**config.mk**
```make
export PLATFORM = sky130hd
export DESIGN_NAME = imem_program_loader
export DESIGN_NICKNAME = d
export VERILOG_FILES = /design/src/rtl/imem_loader_pkg.sv /design/src/rtl/byte_word_assembler.sv /design/src/rtl/imem_program_loader.sv
export SDC_FILE = /design/constraint.sdc
export NUM_CORES = 1
export LEC_CHECK = 0
export ABC_AREA = 1
export CAP_MARGIN = 20
export CELL_PAD_IN_SITES_DETAIL_PLACEMENT = 1
export CELL_PAD_IN_SITES_GLOBAL_PLACEMENT = 2
export CORE_UTILIZATION = 27
export DETAILED_ROUTE_END_ITERATION = 10
export PLACE_DENSITY_LB_ADDON = 0.1
export REMOVE_ABC_BUFFERS = 1
export SETUP_SLACK_MARGIN = 0.5
export SYNTH_ARGS = -nofsm -noshare
export SYNTH_HDL_FRONTEND = slang
export SYNTH_SLANG_ARGS = --single-unit
export TNS_END_PERCENT = 20
```
**constraint.sdc**
```tcl
create_clock -name clk -period 1.6 [get_ports clk]
set_clock_uncertainty 0.05 [all_clocks]
set_input_delay 0.16 -clock clk [delete_from_list [all_inputs] [get_ports clk]]
set_output_delay 0.16 -clock clk [all_outputs]
set_load 0.02 [all_outputs]
```
**src/rtl/imem_loader_pkg.sv**
```systemverilog
// Shared definitions for the instruction-memory program loader and its
// host-link helpers: state encoding, word geometry and a state decode helper.
package imem_loader_pkg;

    localparam int WORD_W         = 32;
    localparam int BYTES_PER_WORD = 4;

    typedef enum logic [2:0] {
        IDLE = 3'd0,
        HDR  = 3'd1,
        LOAD = 3'd2,
        CHK  = 3'd3,
        DONE = 3'd4,
        ERR  = 3'd5
    } state_t;

    // States in which the loader is consuming host bytes.
    function automatic logic is_busy(input state_t s);
        return (s == HDR) || (s == LOAD) || (s == CHK);
    endfunction

endpackage

```
**src/rtl/byte_word_assembler.sv**
```systemverilog
// Packs a byte stream into little-endian 32-bit words; word_valid pulses in
// the cycle the fourth byte of a word is accepted, with word already complete.
module byte_word_assembler
    import imem_loader_pkg::*;
(
    input  logic              clk,
    input  logic              rst,
    input  logic              clr,
    input  logic              byte_valid,
    input  logic [7:0]        byte_data,
    output logic              word_valid,
    output logic [WORD_W-1:0] word
);

    localparam int SH_W = WORD_W - 8;

    logic [1:0]      cnt_r;
    logic [SH_W-1:0] shift_r;

    // Byte counter and shift register; earlier bytes move toward the LSBs.
    always_ff @(posedge clk) begin
        if (rst || clr) begin
            cnt_r   <= 2'd0;
            shift_r <= {SH_W{1'b0}};
        end else if (byte_valid) begin
            cnt_r   <= cnt_r + 2'd1;
            shift_r <= {byte_data, shift_r[SH_W-1:8]};
        end
    end

    assign word_valid = byte_valid && (cnt_r == 2'(BYTES_PER_WORD - 1));
    assign word       = {byte_data, shift_r};

endmodule

```
**src/rtl/imem_program_loader.sv**
```systemverilog
// Loads a length-prefixed program image from a host byte stream into IMEM and
// releases the core once complete. IMEM_LOADER_CHECKSUM_EN adds a trailing sum word.
module imem_program_loader
    import imem_loader_pkg::*;
#(
    parameter int ADDR_W    = 10,
    parameter int BASE_ADDR = 0
) (
    input  logic              clk,
    input  logic              rst,
    input  logic              start,
    input  logic              in_valid,
    input  logic [7:0]        in_data,
    output logic              in_ready,
    output logic              imem_wen,
    output logic [ADDR_W-1:0] imem_waddr,
    output logic [31:0]       imem_wdata,
    output logic              core_en,
    output logic              busy,
    output logic              done,
    output logic              err,
    output logic [ADDR_W:0]   words_loaded
);

    localparam logic [ADDR_W-1:0] BASE_A   = ADDR_W'(BASE_ADDR);
    localparam logic [WORD_W:0]   CAPACITY = {{WORD_W{1'b0}}, 1'b1} << ADDR_W;
    localparam logic [ADDR_W:0]   ONE_W    = {{ADDR_W{1'b0}}, 1'b1};
`ifdef IMEM_LOADER_CHECKSUM_EN
    localparam state_t POST_LOAD = CHK;
`else
    localparam state_t POST_LOAD = DONE;
`endif

    state_t              state_r, next_state_s;
    logic                active_r, done_r, err_r, wen_r;
    logic [ADDR_W-1:0]   waddr_r;
    logic [WORD_W-1:0]   wdata_r;
    logic [ADDR_W:0]     wl_r, n_words_r;
    logic                byte_fire_s, word_valid_s, restart_s, enter_hdr_s;
    logic                load_word_s, last_word_s;
    logic [WORD_W-1:0]   word_s;

    assign byte_fire_s = in_valid && active_r;
    assign restart_s   = start && !is_busy(state_r);
    assign enter_hdr_s = (next_state_s == HDR) && (state_r != HDR);
    assign load_word_s = (state_r == LOAD) && word_valid_s;
    assign last_word_s = load_word_s && (wl_r == (n_words_r - ONE_W));

    byte_word_assembler u_asm (
        .clk        (clk),
        .rst        (rst),
        .clr        (restart_s),
        .byte_valid (byte_fire_s),
        .byte_data  (in_data),
        .word_valid (word_valid_s),
        .word       (word_s)
    );

`ifdef IMEM_LOADER_CHECKSUM_EN
    logic [WORD_W-1:0] sum_r;

    // Running sum of data words, restarted for every new image.
    always_ff @(posedge clk) begin
        if (rst || enter_hdr_s) begin
            sum_r <= {WORD_W{1'b0}};
        end else if (load_word_s) begin
            sum_r <= sum_r + word_s;
        end
    end
`endif

    // Next-state decode.
    always_comb begin
        next_state_s = state_r;
        case (state_r)
            IDLE: begin
                if (start) next_state_s = HDR;
                else       next_state_s = IDLE;
            end
            HDR: begin
                if (!word_valid_s)                      next_state_s = HDR;
                else if (word_s == 32'd0)               next_state_s = POST_LOAD;
                else if ({1'b0, word_s} > CAPACITY)     next_state_s = ERR;
                else                                    next_state_s = LOAD;
            end
            LOAD: begin
                if (last_word_s) next_state_s = POST_LOAD;
                else             next_state_s = LOAD;
            end
`ifdef IMEM_LOADER_CHECKSUM_EN
            CHK: begin
                if (!word_valid_s)          next_state_s = CHK;
                else if (word_s == sum_r)   next_state_s = DONE;
                else                        next_state_s = ERR;
            end
`endif
            DONE, ERR: begin
                if (start) next_state_s = HDR;
                else       next_state_s = state_r;
            end
            default: next_state_s = IDLE;
        endcase
    end

    // State and status flags; done/err follow one cycle after the state.
    always_ff @(posedge clk) begin
        if (rst) begin
            state_r  <= IDLE;
            active_r <= 1'b0;
            done_r   <= 1'b0;
            err_r    <= 1'b0;
        end else begin
            state_r  <= next_state_s;
            active_r <= is_busy(next_state_s);
            done_r   <= (state_r == DONE) && (next_state_s == DONE);
            err_r    <= (state_r == ERR) && (next_state_s == ERR);
        end
    end

    // IMEM write port, word counter and captured header length.
    always_ff @(posedge clk) begin
        if (rst) begin
            wen_r     <= 1'b0;
            waddr_r   <= {ADDR_W{1'b0}};
            wdata_r   <= {WORD_W{1'b0}};
            wl_r      <= {(ADDR_W+1){1'b0}};
            n_words_r <= {(ADDR_W+1){1'b0}};
        end else begin
            wen_r <= load_word_s;
            if (load_word_s) begin
                waddr_r <= BASE_A + wl_r[ADDR_W-1:0];
                wdata_r <= word_s;
            end
            if (enter_hdr_s) begin
                wl_r <= {(ADDR_W+1){1'b0}};
            end else if (load_word_s) begin
                wl_r <= wl_r + ONE_W;
            end
            if ((state_r == HDR) && word_valid_s) begin
                n_words_r <= word_s[ADDR_W:0];
            end
        end
    end

    assign in_ready     = active_r;
    assign busy         = active_r;
    assign done         = done_r;
    assign core_en      = done_r;
    assign err          = err_r;
    assign imem_wen     = wen_r;
    assign imem_waddr   = waddr_r;
    assign imem_wdata   = wdata_r;
    assign words_loaded = wl_r;

endmodule

```
==> results of run 1 <==
cells in the final DEF, fill, tap and decap left out, types with 2 or more instances in the layout:
| master | instances |
|---|---|
| o21ai_1 | 8 |
| nand4_1 | 3 |
| xnor2_1 | 7 |
| o21ai_0 | 41 |
| buf_2 | 26 |
| ha_4 | 2 |
| nor2_2 | 18 |
| nand2_1 | 94 |
| buf_6 | 14 |
| nand2_4 | 2 |
| inv_2 | 6 |
| clkinvlp_4 | 3 |
| nand3_1 | 40 |
| nand3_2 | 2 |
| dfxtp_2 | 9 |
| clkdlybuf4s15_2 | 8 |
| dfxtp_1 | 88 |
| buf_12 | 3 |
| inv_1 | 34 |
| a21oi_1 | 46 |
| o21ai_2 | 2 |
| nor3_1 | 4 |
| clkdlybuf4s50_1 | 11 |
| a21oi_2 | 6 |
| clkbuf_16 | 11 |
| xor2_1 | 11 |
| buf_16 | 3 |
| nand3b_1 | 2 |
| nand2_2 | 4 |
| buf_4 | 110 |
| nor2_1 | 69 |
| nor2_4 | 29 |
state kept, by name (all words and copies together) (netlist names):
register and count:
imem_waddr 10, imem_wdata 32, words_loaded 11, u_asm.cnt_r 2, state_r 3, err 1, n_words_r 11, core_en 1
busy 1, u_asm.shift_r 24, imem_wen 1
power by group through the flow:
| stage | logic [mW] | registers, mW | clock network, mW |
|---|---|---|---|
| after floorplan | 0.0855 | 2.50 | 0 |
| after global routing | 0.353 | 2.43 | 2.43 |
| after detailed placement | 0.281 | 2.49 | 0 |
| after CTS | 0.310 | 2.43 | 2.34 |
| after global placement | 0.279 | 2.49 | 0 |
| final | 0.323 | 2.43 | 2.25 |
worst max-delay path, stage by stage (launching register included):
cell     delay [ns]
dfxtp_2        0.33
inv_2          0.05
ha_4           0.26
inv_2          0.03
nand2_1        0.05
nand2_1        0.04
nor2_1         0.08
nand2_1        0.08
nor2_2         0.13
nand3_1        0.10
nor2_2         0.12
nand2_2        0.12
buf_6          0.15
nand2_2        0.07
nor2_1         0.04
nor2_1         0.10
nor2_1         0.04
timing repair:
action / 4_1_cts / 5_1_grt
setup endpoints to repair: 156 / 132
gates cloned: 3 / 1
endpoints found under the hold margin: 0 / 0
resized for setup: 279 / 91
pin swaps: 9 / 12
buffers inserted: 5 / 4
area by class of cell:
cell class              instances  share of cell area (%)
repair buffers                179                    24.0
flip-flops and latches         97                    30.7
inverters                      41                    2.47
clock inverters                 6                    1.16
clock buffers                  10                    3.59
multi-input cells             396                    34.5
well taps                     184                    3.61
routing by layer:
| metal | wire length, um | track usage (%) | share of wire [%] | vias up |
|---|---|---|---|---|
| met1 | 5930 | 20.5 | 44 | 2000 |
| met5 | 0 | 0 | 0 | - |
| met3 | 341 | 3.70 | 2.5 | 11 |
| met2 | 6960 | 32.8 | 52 | 56 |
| li1 | - | - | - | 2130 |
| met4 | 173 | 4.25 | 1.3 | 0 |
cell families after synthesis:
family / Yosys count / share of synthesized area, %
AO/OA/AOI/OAI: 104 / 12.6
XOR/XNOR: 18 / 3.80
adder cells (fa/ha/maj): 3 / 0.906
buffers and inverters: 72 / 7.22
flip-flops: 97 / 46.9
AND/OR/NAND/NOR: 271 / 28.6
worst max-delay path by stage:
stage                                 from                       endpoint  slack [ns]
5_1_grt        u_asm.cnt_r[0]$_SDFFE_PP0P_   words_loaded[7]$_SDFFE_PP0P_       -0.50
3_3_place_gp                      in_valid  words_loaded[10]$_SDFFE_PP0P_       -0.57
4_1_cts          n_words_r[1]$_SDFFE_PP0P_                busy$_SDFF_PP0_       -0.42
2_1_floorplan              busy$_SDFF_PP0_   words_loaded[1]$_SDFFE_PP0P_       -1.26
6_report         n_words_r[1]$_SDFFE_PP0P_                busy$_SDFF_PP0_       -0.36
3_5_place_dp                      in_valid  words_loaded[10]$_SDFFE_PP0P_       -0.58
per-stage QoR:
step,setup TNS (ns),instances,power (mW),cell area (sq um),hold WS [ns]
after floorplan,-79.12,534,2.59,4000,0.179
after global placement,-17.60,884,2.76,5690,0.396
after detailed placement,-19.36,884,2.77,5690,0.410
after CTS,-12.23,908,5.08,6030,0.397
after global routing,-13.79,913,5.21,6370,0.431
final,-8.61,913,5.01,6370,0.412
==> flow_summary.toml, run 1 <==
[timing]
fin_crit_ns = 1.96
drv_slew = 0
finalCritPeriodShare_pct = 122
relSlewSlack_pct = 78.8
setup_ws_ns = -0.360
setup_viol_count_final = 44
hold_viol = 0
worst_slew_pin_slew_ns = 0.315
fmax_mhz = 510
rsz0062_at_grt = "true"

[layout]
antennaDiodeCount = 0
seq_area_sq_um = 1950
multi_input_area_sq_um = 2200
nNetsFinal = 739
fill_cells = 1800
area_growth_pct = 53.7
utilization_pct = 43.2
drive_gt1_share_pct = 36.4

[pwr]
internal_power_mw = 3.80
power_density_nw_per_um2 = 786
p_leak_nw = 2.79
p_sw_share_pct = 24.2
p_comb_share_pct = 6.5
ir_worst_vdd_uv = 575
p_seq_share_pct = 48.5
clock_power_share_pct = 45.0
switchingPower_mw = 1.21

[floorplanning]
ios = 71
die-area_sq_um = 15800
die_h_um = 126
coreArea_sq_um = 14800
dieWidth_um = 126
floorplan.initialDensity_pct = 28.1
num_rows = 44

[logic_synthesis]
ys.flop_type = "dfxtp_1"
yosys_register_bits = 97
synthTopCellsByCount = "nor2_1 (100), dfxtp_1 (97), nand2_1 (97)"
syn_area_per_cell_sq_um = 7.33
synth_edf_count = 0
yosys_warnings = 0
synth_top_area_share_pct = 46.9
synth-async-reset-ratio_pct = 0
synthCells = 565
netlist_area_sq_um = 4140
yosysTopAreaCell = "dfxtp_1"
ys_types = 30
synth_area_leaders = "dfxtp_1 (47%), nor2_1 (9.1%), nand2_1 (8.8%)"
synth.most_common_cell = "nor2_1"
ys_seq_area_share_pct = 46.9

[grt]
antenna_found_initial = 0
grt_max_degree = 35
overflow = 0
grt_pass1_wl_mm = 21.9
grtUsageTotal_pct = 17.6
grt_pass1_vias = 4372

[clock_tree]
clockRootBuffer = "clkbuf_16"
clock_path_buffers = 2
postCtsHoldBufs = 0
htree_levels = 3
cts_buffers = 9
clkLatencyLatePin_ns = 0.35
clock_sinks = 97
cts_tree = "built"
clkTransAtPathRegs_ns = 0.07

[critical_path]
cp_max_fo = 2
critPathLaunchType = "flip-flop"
worst_ep_arrival_time_ns = 2.16
worst_ep_required_time_ns = 1.80
crit_type = "reg2reg"
worstReg2RegStart = "n_words_r[1]$_SDFFE_PP0P_"
end_kind = "flip-flop"
reg2regPathDepth = 16
reg2reg_slack_ns = -0.36
worstReg2RegEnd = "busy$_SDFF_PP0_"

[hold_path]
hp-class = "reg2reg"
holdPathStages = 2
hp-start = "imem_waddr[3]$_SDFFE_PP0P_"
hold_path_end = "imem_waddr[3]$_SDFFE_PP0P_"

[detailed_routing]
avgRoutedWirePerCell_um = 14.7
num_vias = 4197
viasPerCell = 4.60
drc = 0
drtIter0Drc = 168
ant_nets = 0
dr.pass1.iters = 4
drt_wl_total_mm = 13.4

[place]
place_congestion = 0.759
place_hpwl_mm = 9.72
dp_worst_setup_slack_ns = -0.579
io_buffers = 70

[status]
violations = "negative setup slack"
status = "complete, but fails checks"

[job]
maxCapViolCount = 0
Note: power is estimated with default switching activity, not from simulation.
==> run 2: changes to the inputs <==
--- a/config.mk
+++ b/config.mk
@@ -10,6 +10,7 @@
 export CELL_PAD_IN_SITES_DETAIL_PLACEMENT = 1
 export CELL_PAD_IN_SITES_GLOBAL_PLACEMENT = 2
 export CORE_UTILIZATION = 27
+export CTS_CLUSTER_DIAMETER = 50
 export DETAILED_ROUTE_END_ITERATION = 10
 export PLACE_DENSITY_LB_ADDON = 0.1
 export REMOVE_ABC_BUFFERS = 1
==> results of run 2 <==
Final layout, timing and power as in run 1 (identical DEF).
